`config.mk`:
```
export PLATFORM = sky130hd
export DESIGN_NAME = fetch_decode_queue
export DESIGN_NICKNAME = d
export VERILOG_FILES = /design/src/rtl/fetch_decode_queue.sv
export SDC_FILE = /design/constraint.sdc
export NUM_CORES = 1
export LEC_CHECK = 0
export ABC_AREA = 1
export CAP_MARGIN = 20
export CORE_ASPECT_RATIO = 0.8
export CORE_MARGIN = 2
export CORE_UTILIZATION = 40
export CTS_BUF_LIST = sky130_fd_sc_hd__clkbuf_8 sky130_fd_sc_hd__clkbuf_16
export DETAILED_ROUTE_END_ITERATION = 16
export GPL_TIMING_DRIVEN = 0
export PLACE_DENSITY_LB_ADDON = 0.08
export SYNTH_ARGS = -nofsm -noshare
export SYNTH_HDL_FRONTEND = slang
export SYNTH_SLANG_ARGS = --single-unit
```
`constraint.sdc`:
```
create_clock -name clk -period 6.05 [get_ports clk]
set_clock_uncertainty 0.05 [all_clocks]
set_input_delay 1.21 -clock clk [delete_from_list [all_inputs] [get_ports clk]]
set_output_delay 1.21 -clock clk [all_outputs]
set_load 0.05 [all_outputs]
```
`src/rtl/fetch_decode_queue.sv`:
```
// ----------------------------------------------------------------------------
// fetch_decode_queue
//
// Elastic instruction queue between the fetch and decode stages of the
// pipelined LEGv8 core. Each fetched {PC, instruction} pair is stored and
// presented to decode in strict FIFO order. Fetch is back-pressured when the
// queue is full. A taken branch (flush) discards every queued entry.
//
// Optional feature (compile-time macro FETCH_DECODE_QUEUE_BYPASS_EN):
//   When the queue is empty and fetch presents a pair, that pair is shown to
//   decode in the same cycle. If decode takes it, it is never written.
//   If the macro is not defined, there is no combinational path from in_* to
//   out_*, and an entry needs at least one cycle to reach the outputs.
//
// Ports:
//   clk        rising-edge clock
//   reset      asynchronous, active-low reset
//   in_valid   fetch presents a valid pair
//   in_ready   queue can accept a pair this cycle (count != DEPTH)
//   in_pc      PC of the fetched instruction
//   in_instr   fetched instruction word
//   flush      taken branch; discard all entries (synchronous, highest prio)
//   out_valid  head entry valid for decode
//   out_ready  decode consumes the head this cycle
//   out_pc     PC of the head entry (0 when out_valid=0)
//   out_instr  instruction of the head entry (0 when out_valid=0)
//   count      current occupancy
// ----------------------------------------------------------------------------
module fetch_decode_queue #(
    parameter int DEPTH   = 4,
    parameter int ADDR_W  = 64,
    parameter int INSTR_W = 32
) (
    input  logic                     clk,
    input  logic                     reset,
    input  logic                     in_valid,
    output logic                     in_ready,
    input  logic [ADDR_W-1:0]        in_pc,
    input  logic [INSTR_W-1:0]       in_instr,
    input  logic                     flush,
    output logic                     out_valid,
    input  logic                     out_ready,
    output logic [ADDR_W-1:0]        out_pc,
    output logic [INSTR_W-1:0]       out_instr,
    output logic [$clog2(DEPTH):0]   count
);

    localparam int PW = $clog2(DEPTH);
    localparam int CW = PW + 1;

    // Storage has no reset; its contents only matter under a valid count.
    logic [ADDR_W-1:0]  r_mem_pc    [DEPTH];
    logic [INSTR_W-1:0] r_mem_instr [DEPTH];

    logic [PW-1:0] r_rd_ptr;
    logic [PW-1:0] r_wr_ptr;
    logic [CW-1:0] r_count;

    logic w_empty;
    logic w_full;
    logic w_bypass;
    logic w_push;
    logic w_pop;

    assign w_empty  = (r_count == '0);
    assign w_full   = (r_count == CW'(DEPTH));
    assign in_ready = ~w_full;
    assign count    = r_count;

`ifdef FETCH_DECODE_QUEUE_BYPASS_EN
    assign w_bypass = w_empty & in_valid & ~flush;
`else
    assign w_bypass = 1'b0;
`endif

    // A bypassed pair that decode accepts in the same cycle is never stored.
    assign w_push = in_valid & in_ready & ~(w_bypass & out_ready);
    // Storage pop only: out_ready is ignored when nothing is stored.
    assign w_pop  = ~w_empty & out_ready;

    always_comb begin
        out_valid = 1'b0;
        out_pc    = '0;
        out_instr = '0;
        if (!w_empty) begin
            out_valid = 1'b1;
            out_pc    = r_mem_pc[r_rd_ptr];
            out_instr = r_mem_instr[r_rd_ptr];
        end
`ifdef FETCH_DECODE_QUEUE_BYPASS_EN
        else if (w_bypass) begin
            out_valid = 1'b1;
            out_pc    = in_pc;
            out_instr = in_instr;
        end
`endif
    end

    always_ff @(posedge clk or negedge reset) begin
        if (!reset) begin
            r_rd_ptr <= '0;
            r_wr_ptr <= '0;
            r_count  <= '0;
        end else if (flush) begin
            r_rd_ptr <= '0;
            r_wr_ptr <= '0;
            r_count  <= '0;
        end else begin
            // Pointers wrap naturally because DEPTH is a power of two.
            if (w_push) begin
                r_wr_ptr <= r_wr_ptr + PW'(1);
            end
            if (w_pop) begin
                r_rd_ptr <= r_rd_ptr + PW'(1);
            end
            case ({w_push, w_pop})
                2'b10:   r_count <= r_count + CW'(1);
                2'b01:   r_count <= r_count - CW'(1);
                default: r_count <= r_count;
            endcase
        end
    end

    always_ff @(posedge clk) begin
        if (w_push && !flush) begin
            r_mem_pc[r_wr_ptr]    <= in_pc;
            r_mem_instr[r_wr_ptr] <= in_instr;
        end
    end

endmodule

```
# --- Yosys cells after proc, flatten, opt, wreduce, memory -nomap -nowiden ---
# Memory sizes are Yosys's and may differ from the RTL's.
# Cells that the tools add are included.
word_totals:
  ff_bits: 7
  latchBits: 0
  ramBits: 384
  mem_bits_ro: 0
  inputBits: 101
  output_inout_bits: 101
  memories: 2
memory_table:
  columns: ["name", "depth", "width", "rd", "rd_ports_with_merged_regs", "write_ports", "line", "rtl"]
  rows:
  - ["r_mem_pc", 4, 64, 1, 0, 1, "52", "logic [ADDR_W-1:0] r_mem_pc [DEPTH];"]
  - ["r_mem_instr", 4, 32, 1, 0, 1, "53", "logic [INSTR_W-1:0] r_mem_instr [DEPTH];"]
op_classes:
  addsub: 4
  mul: 0
  n_div: 0
  magnitude_cmp: 0
  n_eq_ne: 3
  n_shift: 0
  mux: 11
  n_bitwise: 4
  n_reduce_logical: 6
ops:
  columns: ["operator", "n"]
  rows:
  - ["64-bit two-way mux", 1]
  - ["32-bit two-way mux", 1]
  - ["2-bit two-way mux", 4]
  - ["3-bit one-hot mux with 2 select lines", 1]
  - ["2-bit by 1-bit adder with 2-bit output (second input constant)", 2]
  - ["2-bit nonzero test", 2]
  - ["3-bit by 1-bit adder with 3-bit output (second input constant)", 1]
  - ["3-bit == test (second input constant)", 1]
  - ["3-bit zero test", 1]
  - ["1-bit two-way mux", 3]
  - ["3-bit two-way mux", 1]
  - ["3-bit nonzero test", 1]
  - ["3-bit by 1-bit subtractor with 3-bit output (second input constant)", 1]
  - ["1-bit AND", 2]
  - ["2-bit by 1-bit == test with 1-bit output (second input constant)", 1]
  - ["2-bit == test (second input constant)", 1]
  - ["1-bit NOT", 2]
  - ["1-bit logical AND", 1]
  - ["1-bit zero test", 1]

# --- Logic depth before layout (Yosys ltp) ---
depth:
  depth_word: 6
  ltp_mapped: 13
  depth_no_buf: 12

# --- Worst setup path after synthesis ---
# OpenSTA, ideal clock, no wires.
synth_path:
  path_kind: "input to register"
  startpoint: "input port flush"
  endpoint: "memory r_mem_instr[0][0], enable pin"
  setup_time_ns: 0.552
  arrival_ns: 5.685
  required_ns: 5.448
  setup_slack_ns: -0.237
  cell_stages: 4
  path_cell_list: "inv_1 -> clkbuf_1 -> nand2_1 -> nor2_1"
synth_between:
  elab_chain_cells: 4
synth_lines:
  columns: ["element", "line", "rtl"]
  rows:
  - ["from (decl)", "40", "input logic flush,"]
  - ["1-bit zero test", "125", "if (w_push && !flush) begin"]
  - ["1-bit logical AND", "125", null]
  - ["1-bit two-way mux", "125", null]
  - ["1-bit two-way mux (not written as such)", "127", "r_mem_instr[r_wr_ptr] <= in_instr;"]
  - ["to (decl)", "53", null]
# Every way passes these cells.

# --- Worst setup path in the final report ---
layout_path:
  startpoint: "register r_rd_ptr[1]"
  endpoint: "output port out_pc[15]"
layout_between:
  elab_chain_cells: 2
layout_lines:
  columns: ["element", "line", "rtl"]
  rows:
  - ["from (decl)", "55", "logic [PW-1:0] r_rd_ptr;"]
  - ["from (signal assigned)", "114", "r_rd_ptr <= r_rd_ptr + PW'(1);"]
  - ["memory read 4 x 64 bit", null, null]
  - ["64-bit two-way mux", "85", "if (!w_empty) begin"]
  - ["to (decl)", "43", "output logic [ADDR_W-1:0] out_pc,"]
# Every way passes these cells.

==> results.toml <==
[timing]
achievable-frequency_mhz = 235
slew-limit-headroom_pct = 36.8
tightestPinTransition_ps = 946
finalSetupViolCount = 0
rsz0062_at_grt = "false"
slew_violations = 0
fin_crit_sh_pct = 70.3
report.final.hold_viol_count = 0
post-route-min-period_ps = 4250

[global_route]
number_of_antenna_violations_at_the_first_check_in_global_routing = 4
global_route.overflow_total = 0
pin_count_of_the_biggest_net_entering_global_routing = 29
grt_pass1_vias = 9560
grt.total_usage_pct = 19.9
first_pass_grt_wire_length_um = 59100

[logic_synthesis]
post_synth_xor_area_fraction_pct = 0.114
yosys.cell_types.count = 22
post_synth_fa_ha_maj_area_fraction_pct = 0.457
synth.top_cell.area_share_pct = 75.2
synthDominantAreaCellType = "sky130_fd_sc_hd__edfxtp_1"
dominant_combinational_cell_family_by_area_after_synthesis = "simple AND/OR/NAND/NOR gates"
synth_sequential_area_ratio_pct = 76.3
synth_simple_gate_area_share_pct = 10.3
synth.avg_cell_area_um2 = 12.8
synth_nets = 1305
synth_compound_gate_area_share_pct = 9.59
syn-instance-count = 1199
yosys_warnings = 0
synth.mux.area_fraction_pct = 0
ys_ff_latch = 391
netlist_area_um2 = 15300
netlist_top_cells_area = "sky130_fd_sc_hd__edfxtp_1 75%, sky130_fd_sc_hd__nor2_1 9.5%, sky130_fd_sc_hd__o21ai_1 3.8%, sky130_fd_sc_hd__a21oi_1 3.2%, sky130_fd_sc_hd__o21ai_0 2.5%"

[hold_path]
hold_path_end = "count[1]"
min-delay-path-class = "reg -> reg"
hold_path_startpoint = "count[1]"
holdPathStages = 2

[clock_tree]
clk_pin_slew_ps = 60
postCtsSetupRepairBufs = 0
cts_tree = "built"
cts-buffers-inserted = 41
worstSkewPairLatency_ps = 530
cts_root_buf = "sky130_fd_sc_hd__clkbuf_16"
post_cts_hold_buffer_count = 0
sinks_on_the_clock_net = 391
cts_htree_levels = 2
ctsLongestPathBuffers = 3
cts-resized-gates = 0

[placement]
detailedPlacementHpwl_um = 25100
placement.io_buffers = 201
gp_congestion = 0.765
dp.cells = 1909

[cells_and_area]
antenna-diode-count = 0
nNetsFinal = 1563
post_route_cells_drive_above_1_share_pct = 9.08
layout-area-overhead-vs-synth_pct = 27.5
instances_no_fill = 1982

[worst_setup_path]
timing.rr.start = "count[2]"
worst_r2r_endpoint = "r_mem_pc[3][62]"
worst_setup_path_start_kind = "flop"
arrival_ps = 2990
end_kind = "primary output"
rr_worst_depth = 6
path_class = "reg -> out"
cp_data_required_time_ps = 4790
reg2reg_setup_slack_ps = 3040
critPathMaxFanout = 10

[drt]
drcViolationCount = 0
detail_route.vias_per_cell = 4.93
antenna_violating_nets_post_route = 0
overall_via_count_from_detail_route = 9774
routedWlPerCell_um = 20.1
detail_route.iter0.violations = 722
drt-total-wl_um = 39800
detail_route.first_pass.iterations = 5

[floorplan]
die_height_um = 179
die_width_um = 223
floorplan.rows = 64
floorplan.die_area_um2 = 39900
core_area_um2 = 38000
io-pin-count = 202
initial_core_utilization_pct = 40.3

[power_and_ir_drop]
worst_ir_drop_vdd_uv = 337
power_per_cell_area_nw_per_um2 = 500
report.power.total_mw = 9.79
p_leak_nw = 6.69

[run_status]
status = "complete, no violations"

[job]
max_cap_violations = 0
## registers in the layout (all words and copies together), names as in the netlist
name and count:
r_mem_pc 256, r_mem_instr 128, count 3, r_wr_ptr 2, r_rd_ptr 2
## report_power, final
part	leakage [nW]	switching, mW	internal, mW
clock network	0.651	1.01	1.40
logic	2.46	2.98	1.23
registers	3.58	0.0398	3.14
total	6.69	4.03	5.76
## synthesized netlist by cell type
cell type	n
sky130_fd_sc_hd__inv_2	4
sky130_fd_sc_hd__a21oi_1	99
sky130_fd_sc_hd__inv_1	11
sky130_fd_sc_hd__dfrtp_1	7
sky130_fd_sc_hd__o21ai_0	78
sky130_fd_sc_hd__nand2_2	3
sky130_fd_sc_hd__xor2_1	1
sky130_fd_sc_hd__clkbuf_1	20
sky130_fd_sc_hd__buf_2	16
sky130_fd_sc_hd__nor2_2	1
sky130_fd_sc_hd__o21ai_1	117
sky130_fd_sc_hd__nor2_1	390
sky130_fd_sc_hd__nand4_1	3
sky130_fd_sc_hd__edfxtp_1	384
sky130_fd_sc_hd__fa_1	1
sky130_fd_sc_hd__buf_6	4
sky130_fd_sc_hd__buf_4	20
sky130_fd_sc_hd__nand2_1	13
sky130_fd_sc_hd__nand3_1	6
sky130_fd_sc_hd__xnor2_1	1
sky130_fd_sc_hd__ha_1	4
sky130_fd_sc_hd__clkbuf_2	16
## area by class of cell
cell class	count	area (um^2)
plain buffers	76	430
clock buffers	41	1030
clock inverters	32	241
fillers	3247	18500
inverters	15	56.3
multi-input cells	717	3180
flip-flops and latches	391	11700
well taps	495	619
repair buffers	215	2310
## placed cells by master (no fill, tap or decap)
cell type,netlist,final
sky130_fd_sc_hd__a21oi_1,99,99
sky130_fd_sc_hd__buf_12,0,12
sky130_fd_sc_hd__buf_16,0,2
sky130_fd_sc_hd__buf_2,16,16
sky130_fd_sc_hd__buf_4,20,20
sky130_fd_sc_hd__buf_6,4,4
sky130_fd_sc_hd__bufinv_16,0,4
sky130_fd_sc_hd__clkbuf_1,20,20
sky130_fd_sc_hd__clkbuf_16,0,41
sky130_fd_sc_hd__clkbuf_2,16,16
sky130_fd_sc_hd__clkdlybuf4s50_1,0,201
sky130_fd_sc_hd__clkinv_1,0,12
sky130_fd_sc_hd__clkinv_2,0,6
sky130_fd_sc_hd__clkinv_4,0,1
sky130_fd_sc_hd__clkinvlp_4,0,1
sky130_fd_sc_hd__dfrtp_1,7,7
sky130_fd_sc_hd__edfxtp_1,384,384
sky130_fd_sc_hd__fa_1,1,1
sky130_fd_sc_hd__ha_1,4,4
sky130_fd_sc_hd__inv_1,11,19
sky130_fd_sc_hd__inv_2,4,4
sky130_fd_sc_hd__nand2_1,13,13
sky130_fd_sc_hd__nand2_2,3,3
sky130_fd_sc_hd__nand3_1,6,6
sky130_fd_sc_hd__nand4_1,3,3
sky130_fd_sc_hd__nor2_1,390,386
sky130_fd_sc_hd__nor2_2,1,1
sky130_fd_sc_hd__nor2_4,0,4
sky130_fd_sc_hd__o21ai_0,78,78
sky130_fd_sc_hd__o21ai_1,117,117
sky130_fd_sc_hd__xnor2_1,1,1
sky130_fd_sc_hd__xor2_1,1,1
## critical path, cell delays in order (launching register included)
cell	delay, ps
sky130_fd_sc_hd__dfrtp_1	370
sky130_fd_sc_hd__buf_4	180
sky130_fd_sc_hd__inv_2	240
sky130_fd_sc_hd__clkbuf_1	600
sky130_fd_sc_hd__nor2_1	110
sky130_fd_sc_hd__o21ai_0	110
sky130_fd_sc_hd__a21oi_1	120
sky130_fd_sc_hd__clkdlybuf4s50_1	740
## through the flow
step | instance area [um^2] | utilization, % | setup TNS, ps | setup slack, ps | hold WS [ps]
after floorplan | 15300 | - | -90850 | -237 | 529
after global placement | 18000 | 47.2 | -1671710 | -4460 | 571
after detailed placement | 18300 | 48.1 | 0 | 1850 | 577
after CTS | 19600 | 51.4 | 0 | 1670 | 587
after global routing | 19600 | 51.4 | 0 | 1600 | 624
final | 19600 | 51.4 | 0 | 1800 | 589
## how the worst max path moves through the flow
stage | endpoint | startpoint | cells past startpoint
2_1_floorplan | r_mem_instr[0][0] | flush | 4
3_3_place_gp | r_mem_pc[1][60] | in_valid | 5
3_5_place_dp | r_mem_pc[3][62] | flush | 7
4_1_cts | out_instr[1] | r_rd_ptr[1] | 7
5_1_grt | out_instr[1] | r_rd_ptr[1] | 7
6_report | out_pc[15] | r_rd_ptr[1] | 7
## metal layers
| metal | track usage, % | wire length, um | vias to the layer above | share of wire (%) |
|---|---|---|---|---|
| met2 | 31.8 | 18100 | 217 | 46 |
| met3 | 3.98 | 1950 | 55 | 4.9 |
| met5 | 0 | 57 | - | 0.14 |
| met4 | 4.61 | 705 | 8 | 1.8 |
| li1 | - | - | 4775 | - |
| met1 | 28.2 | 18900 | 4719 | 48 |
## logic make-up (layout without fill, tap and decap cells)
group	Yosys count	in the layout
compound gates	294	294
simple gates	416	416
flops	391	391
fa+ha+maj	5	5
buf+inv	91	379
xor+xnor	2	2
No activity file was read; power rests on OpenSTA's default activity.
==> edit 1 (same settings) <==
Reset style: synchronous (`reset`), changed in one clocked block. Comments in the files are not updated.
--- a/src/rtl/fetch_decode_queue.sv
+++ b/src/rtl/fetch_decode_queue.sv
@@ -98,3 +98,3 @@
 
-    always_ff @(posedge clk or negedge reset) begin
+    always_ff @(posedge clk) begin
         if (!reset) begin
Behaviour: differs if reset is asserted again (counterexample within 4 cycles, from zero or initial values and one cycle with reset low); with reset held inactive, the same outputs for 4 cycles.
==> edit 1 against the unedited design <==
- fmax shrank 3.3%
- routed wire length is 2.7% lower
- final cell count increased by 0.40%
- worst setup slack got worse by 0.14 ns
- first-iteration DRC count fell by 2.1%
- final area fell by 0.10%
- area after synthesis fell by 0.11%
- sequential cell count grew 2
- count of clock-buffer cells in the layout is 7 higher
- non-clock buffer count down 3
- largest cell class unchanged
Power is not compared: it rests on default switching activity, and its combinational part moved more than twofold at a synthesized area within 25%.
==> edit 1: results (changes against the unedited design) <==
Least-Margin Pin Slew=0.899 ns (-0.0464 ns); max reg flops=256 (unchanged); Pleak=6.67 nW; Worst Hold Class=reg -> reg; CP arrival=3.14 ns (+0.15 ns); internal power=4.62 mW; Overall Global Routing Usage=19.5% (-0.45 points); layout cells sized above 1=8.03% (-1.1 points); Post-CTS Resized=0 (unchanged); drt wl/cell=19.4 um (-3.1%); DR top layer=met5; Placed Cells=1917 (+0.42%); Synth area leaders=edfxtp_1 (75%), nor2_1 (9.8%), o21ai_0 (5.8%); global routing usage on met3=3.67% (-0.31 points); post-synthesis sequential area ratio=76.4% (+0.12 points); Final Instance Count excl. Fillers=1990 (+0.40%); number of synthesized flops with an enable pin=384 (unchanged); port buffer count=201 (unchanged); status=finished, final reports clean; Synth top cells by count=nor2_1 (398), edfxtp_1 (384), o21ai_0 (177); GP Congestion=0.746 (-2.5%); Pre-antenna DRT Iters=5 (unchanged); initial antenna violation count=1 (-3); Mapped Nets=1314 (+0.69%); area of placed instances=18300 sq um (-0.14%); CTS root buf=clkbuf_16; Final Net Count=1573 (+0.64%); GRT met2 Usage=31.8% (about the same); M1 GR Usage=26.7% (-1.5 points); Ys Warns=0 (unchanged); met3 WL=1.74 mm (-11%); clock slew at reported path FFs=0.06 ns (about the same); FF-to-FF Start=count[1]; routed length on met1=18.0 mm (-5.0%); largest reg by FF count=r_mem_pc; Avg Cell Area, Syn=12.7 sq um (-0.78%); vias in the first global route=9654 (+0.98%); first-pass GRT wire length=57.6 mm (-2.6%); CTS Buf Count=42 (+2.4%); Yosys cell types=19 (-14%); worst slack at placement=1.79 ns (-0.0609 ns); Async SR Flop Fraction=0% (-1.8 points); Worst Hold Launch=count[0]; via count=9871 (+0.99%); hpwl dp=23.8 mm (-5.1%); # Post-CTS Setup Buffers=0 (unchanged); met2 WL=18.2 mm (+0.63%); DRT iter0 DRCs=707 (-2.1%); slowest cell delay on critical path=0.87 ns (+0.13 ns)
## edit 1: cell types whose count changed in the layout (fill, tap and decap cells not counted), sizes merged, moves of 3 or more
cell	change
bufinv	-4
clkbuf	-3
dfrtp	-7
nand4	-3
buf	+7
dfxtp	+9
clkinv	-8
nor2	+7
inv	+11
## edit 1: cells by family after synthesis
kind of cell	share of synthesized area [%]
adders and majority gates	0.539
and+or+nand+nor	10.4
AOI/OAI and AO/OA	9.59
buffers and inverters	3.06
DFF	76.4
## edit 1: final cells by class
| type | count | area, sq um |
|---|---|---|
| Clock buffer | 48 | 1170 |
| Fill cell | 3275 | 18500 |
| Tap cell | 495 | 619 |
| Buffer | 73 | 390 |
| Clock inverter | 25 | 105 |
| Sequential cell | 393 | 11700 |
| Inverter | 21 | 78.8 |
| Multi-Input combinational cell | 720 | 3170 |
| Timing Repair Buffer | 215 | 2300 |
## edit 1: power groups by stage
stage | combinational (mW) | sequential (mW) | clock, mW
2_1_floorplan | 0.341 | 3.12 | 0
3_3_place_gp | 0.621 | 3.13 | 0
3_5_place_dp | 0.635 | 3.11 | 0
4_1_cts | 0.638 | 3.06 | 2.42
5_1_grt | 0.673 | 3.06 | 2.55
6_report | 0.629 | 3.06 | 2.36
## edit 1: final timing paths
kind	to	slack, ns	cells past startpoint
worst min register to register	count[0]	0.46	2
worst max-delay path	out_instr[29]	1.65	6
worst max register to register	r_mem_pc[0][40]	3.18	6
worst min-delay path	count[0]	0.46	2
## edit 1: stage by stage
step	setup TNS (ns)	hold WS (ns)
after global placement	-1707.66	0.450
after CTS	0	0.456
after detailed placement	0	0.447
after floorplan	-96.80	0.413
final	0	0.456
after global routing	0	0.483
## edit 1: tightest hold or removal path: stages (launching register included)
cell and delay (ns):
dfxtp_1 0.33, nand2_1 0.07, a21oi_1 0.05
==> edit 2 (config.mk and constraints unchanged) <==
Without the edit above. Add a define of `FETCH_DECODE_QUEUE_BYPASS_EN`.
--- a/src/rtl/fetch_decode_queue.sv
+++ b/src/rtl/fetch_decode_queue.sv
@@ -28,2 +28,4 @@
 // ----------------------------------------------------------------------------
+`define FETCH_DECODE_QUEUE_BYPASS_EN
+
 module fetch_decode_queue #(
Behaviour: not the same (Yosys sat finds a counterexample within 4 cycles, from zero or initial values and one cycle with reset low).
==> edit 2 against the unedited design <==
- final cell count rose by 13%
- fmax down 20%
- worst setup slack worse by 1.0 ns
- non-clock buffer count is 18 higher
- combinational power grew 4%
- final area rose by 4.7%
- routed wire length is 11% higher
- power increased by 0.63%
- area after synthesis grew 6.0%
- global-route usage is 1.0 points higher
- critical path depth fell by 1
- sequential cell count stayed put
- first-iteration DRC count grew 34%
- critical path type is now in -> out
- critical endpoint is now out_pc[53]
==> edit 2: results (changes against the unedited design) <==
max reg flops=256 (unchanged); drt wl/cell=19.7 um (-2.0%); initial antenna violation count=6 (+2); post-synthesis sequential area ratio=72.0% (-4.3 points); GP Congestion=0.763 (-0.33%); Yosys cell types=24 (+9.1%); Synth Area in XOR/XNOR=0.0539% (-0.060 points); vias per cell=5.09 (+3.3%); status=finished, final reports clean; worst slack at placement=0.679 ns (-1.17 ns); # Post-CTS Setup Buffers=0 (unchanged); largest net degree at the start of global routing=28 (-3.4%); area of placed instances=19300 sq um (+5.4%); Final Net Count=1777 (+14%); number of synthesized flops with an enable pin=384 (unchanged); Pleak=7.62 nW (+14%); vias in the first global route=11200 (+17%); CP arrival=4.04 ns (+1.05 ns); Synth top cells by count=nand2_1 (492), nand3_1 (394), edfxtp_1 (384); Worst Hold Class=reg -> reg; Synth area leaders=edfxtp_1 (71%), nand3_1 (12%), nand2_1 (11%); Filler cells=3618 (+11%); layout cells sized above 1=8.88% (-0.20 points); Mapped Nets=1519 (+16%); CTS Buf Count=41 (unchanged); slowest cell delay on critical path=0.81 ns (+0.07 ns); DRT iter0 DRCs=971 (+34%); Post-Synth Adder-Cell Area=0.431% (-0.026 points); Overall Global Routing Usage=20.9% (+1.0 points); Max IR drop VDD=0.296 mV (-12%); hpwl dp=27.9 mm (+11%); first-pass GRT wire length=67.1 mm (+13%); Least-Margin Pin Slew=0.925 ns (-0.0208 ns); post-synthesis compound-gate area fraction=0.293% (-9.3 points); port buffer count=201 (unchanged)
edit 2: cell types whose count changed after synthesis, sizes merged, moves of 29 or more:
cell	unedited run	this run
nor2	391	7
buf	40	69
nand3	6	394
o21ai	195	4
nand2	16	495
a21oi	99	4
edit 2: worst reg2reg max path: stages (launching register included):
cell,delay [ns]
dfrtp_1,0.48
nor2_4,0.09
nand2_2,0.08
nand2_2,0.08
inv_1,0.11
nand3_1,0.38
nor2_4,0.86
buf_12,0.30
buf_12,0.25
edit 2: cell families (layout without fill, tap and decap cells):
family | count (synthesis) | count (layout)
AND/OR/NAND/NOR | 897 | 897
flip-flops | 391 | 391
buffers and inverters | 111 | 399
AO/OA/AOI/OAI | 8 | 8
adder cells (fa/ha/maj) | 5 | 5
XOR/XNOR | 1 | 1
other | 0 | 3
edit 2: power breakdown:
group / leakage [nW] / internal, mW / switching [mW]
Clock: 0.633 / 1.28 / 1.00
Sequential: 3.58 / 3.14 / 0.0465
Combinational: 3.41 / 1.28 / 3.10
Total: 7.62 / 5.70 / 4.15
edit 2: stage by stage:
| step | instances | hold slack, ns |
|---|---|---|
| global route | 2248 | 0.562 |
| detailed placement | 2172 | 0.504 |
| CTS | 2245 | 0.510 |
| global placement | 2158 | 0.498 |
| floorplan | 1413 | 0.466 |
| finish | 2248 | 0.512 |
edit 2: cell type report:
cell class,count,area (sq um),share of cell area (%)
antenna,3,7.51,0.0367
sequential,391,11700,57.2
clock inverter,31,156,0.764
timing repair buffer,215,2310,11.3
multi-input combinational,911,4040,19.7
buffer,94,472,2.30
inverter,17,63.8,0.312
clock buffer,42,1040,5.08
tap,544,681,3.32
edit 2: final timing paths:
path / startpoint / end / slack, ns / cells after the start
max: flush / out_pc[53] / 0.75 / 6
max in group asynchronous: reset / count[1] / 4.82 / 1
min in group asynchronous: reset / r_rd_ptr[0] / 0.89 / 1
min: r_wr_ptr[0] / r_wr_ptr[0] / 0.51 / 1
min reg2reg: r_wr_ptr[0] / r_wr_ptr[0] / 0.51 / 1
max reg2reg: count[0] / r_mem_pc[1][44] / 3.05 / 8
edit 2: routing by layer:
metal  global-route usage (%)  share of wire (%)
met5                        0              0.052
met4                     6.96                2.5
met3                     3.62                5.7
met2                     32.4                 45
met1                     30.1                 46
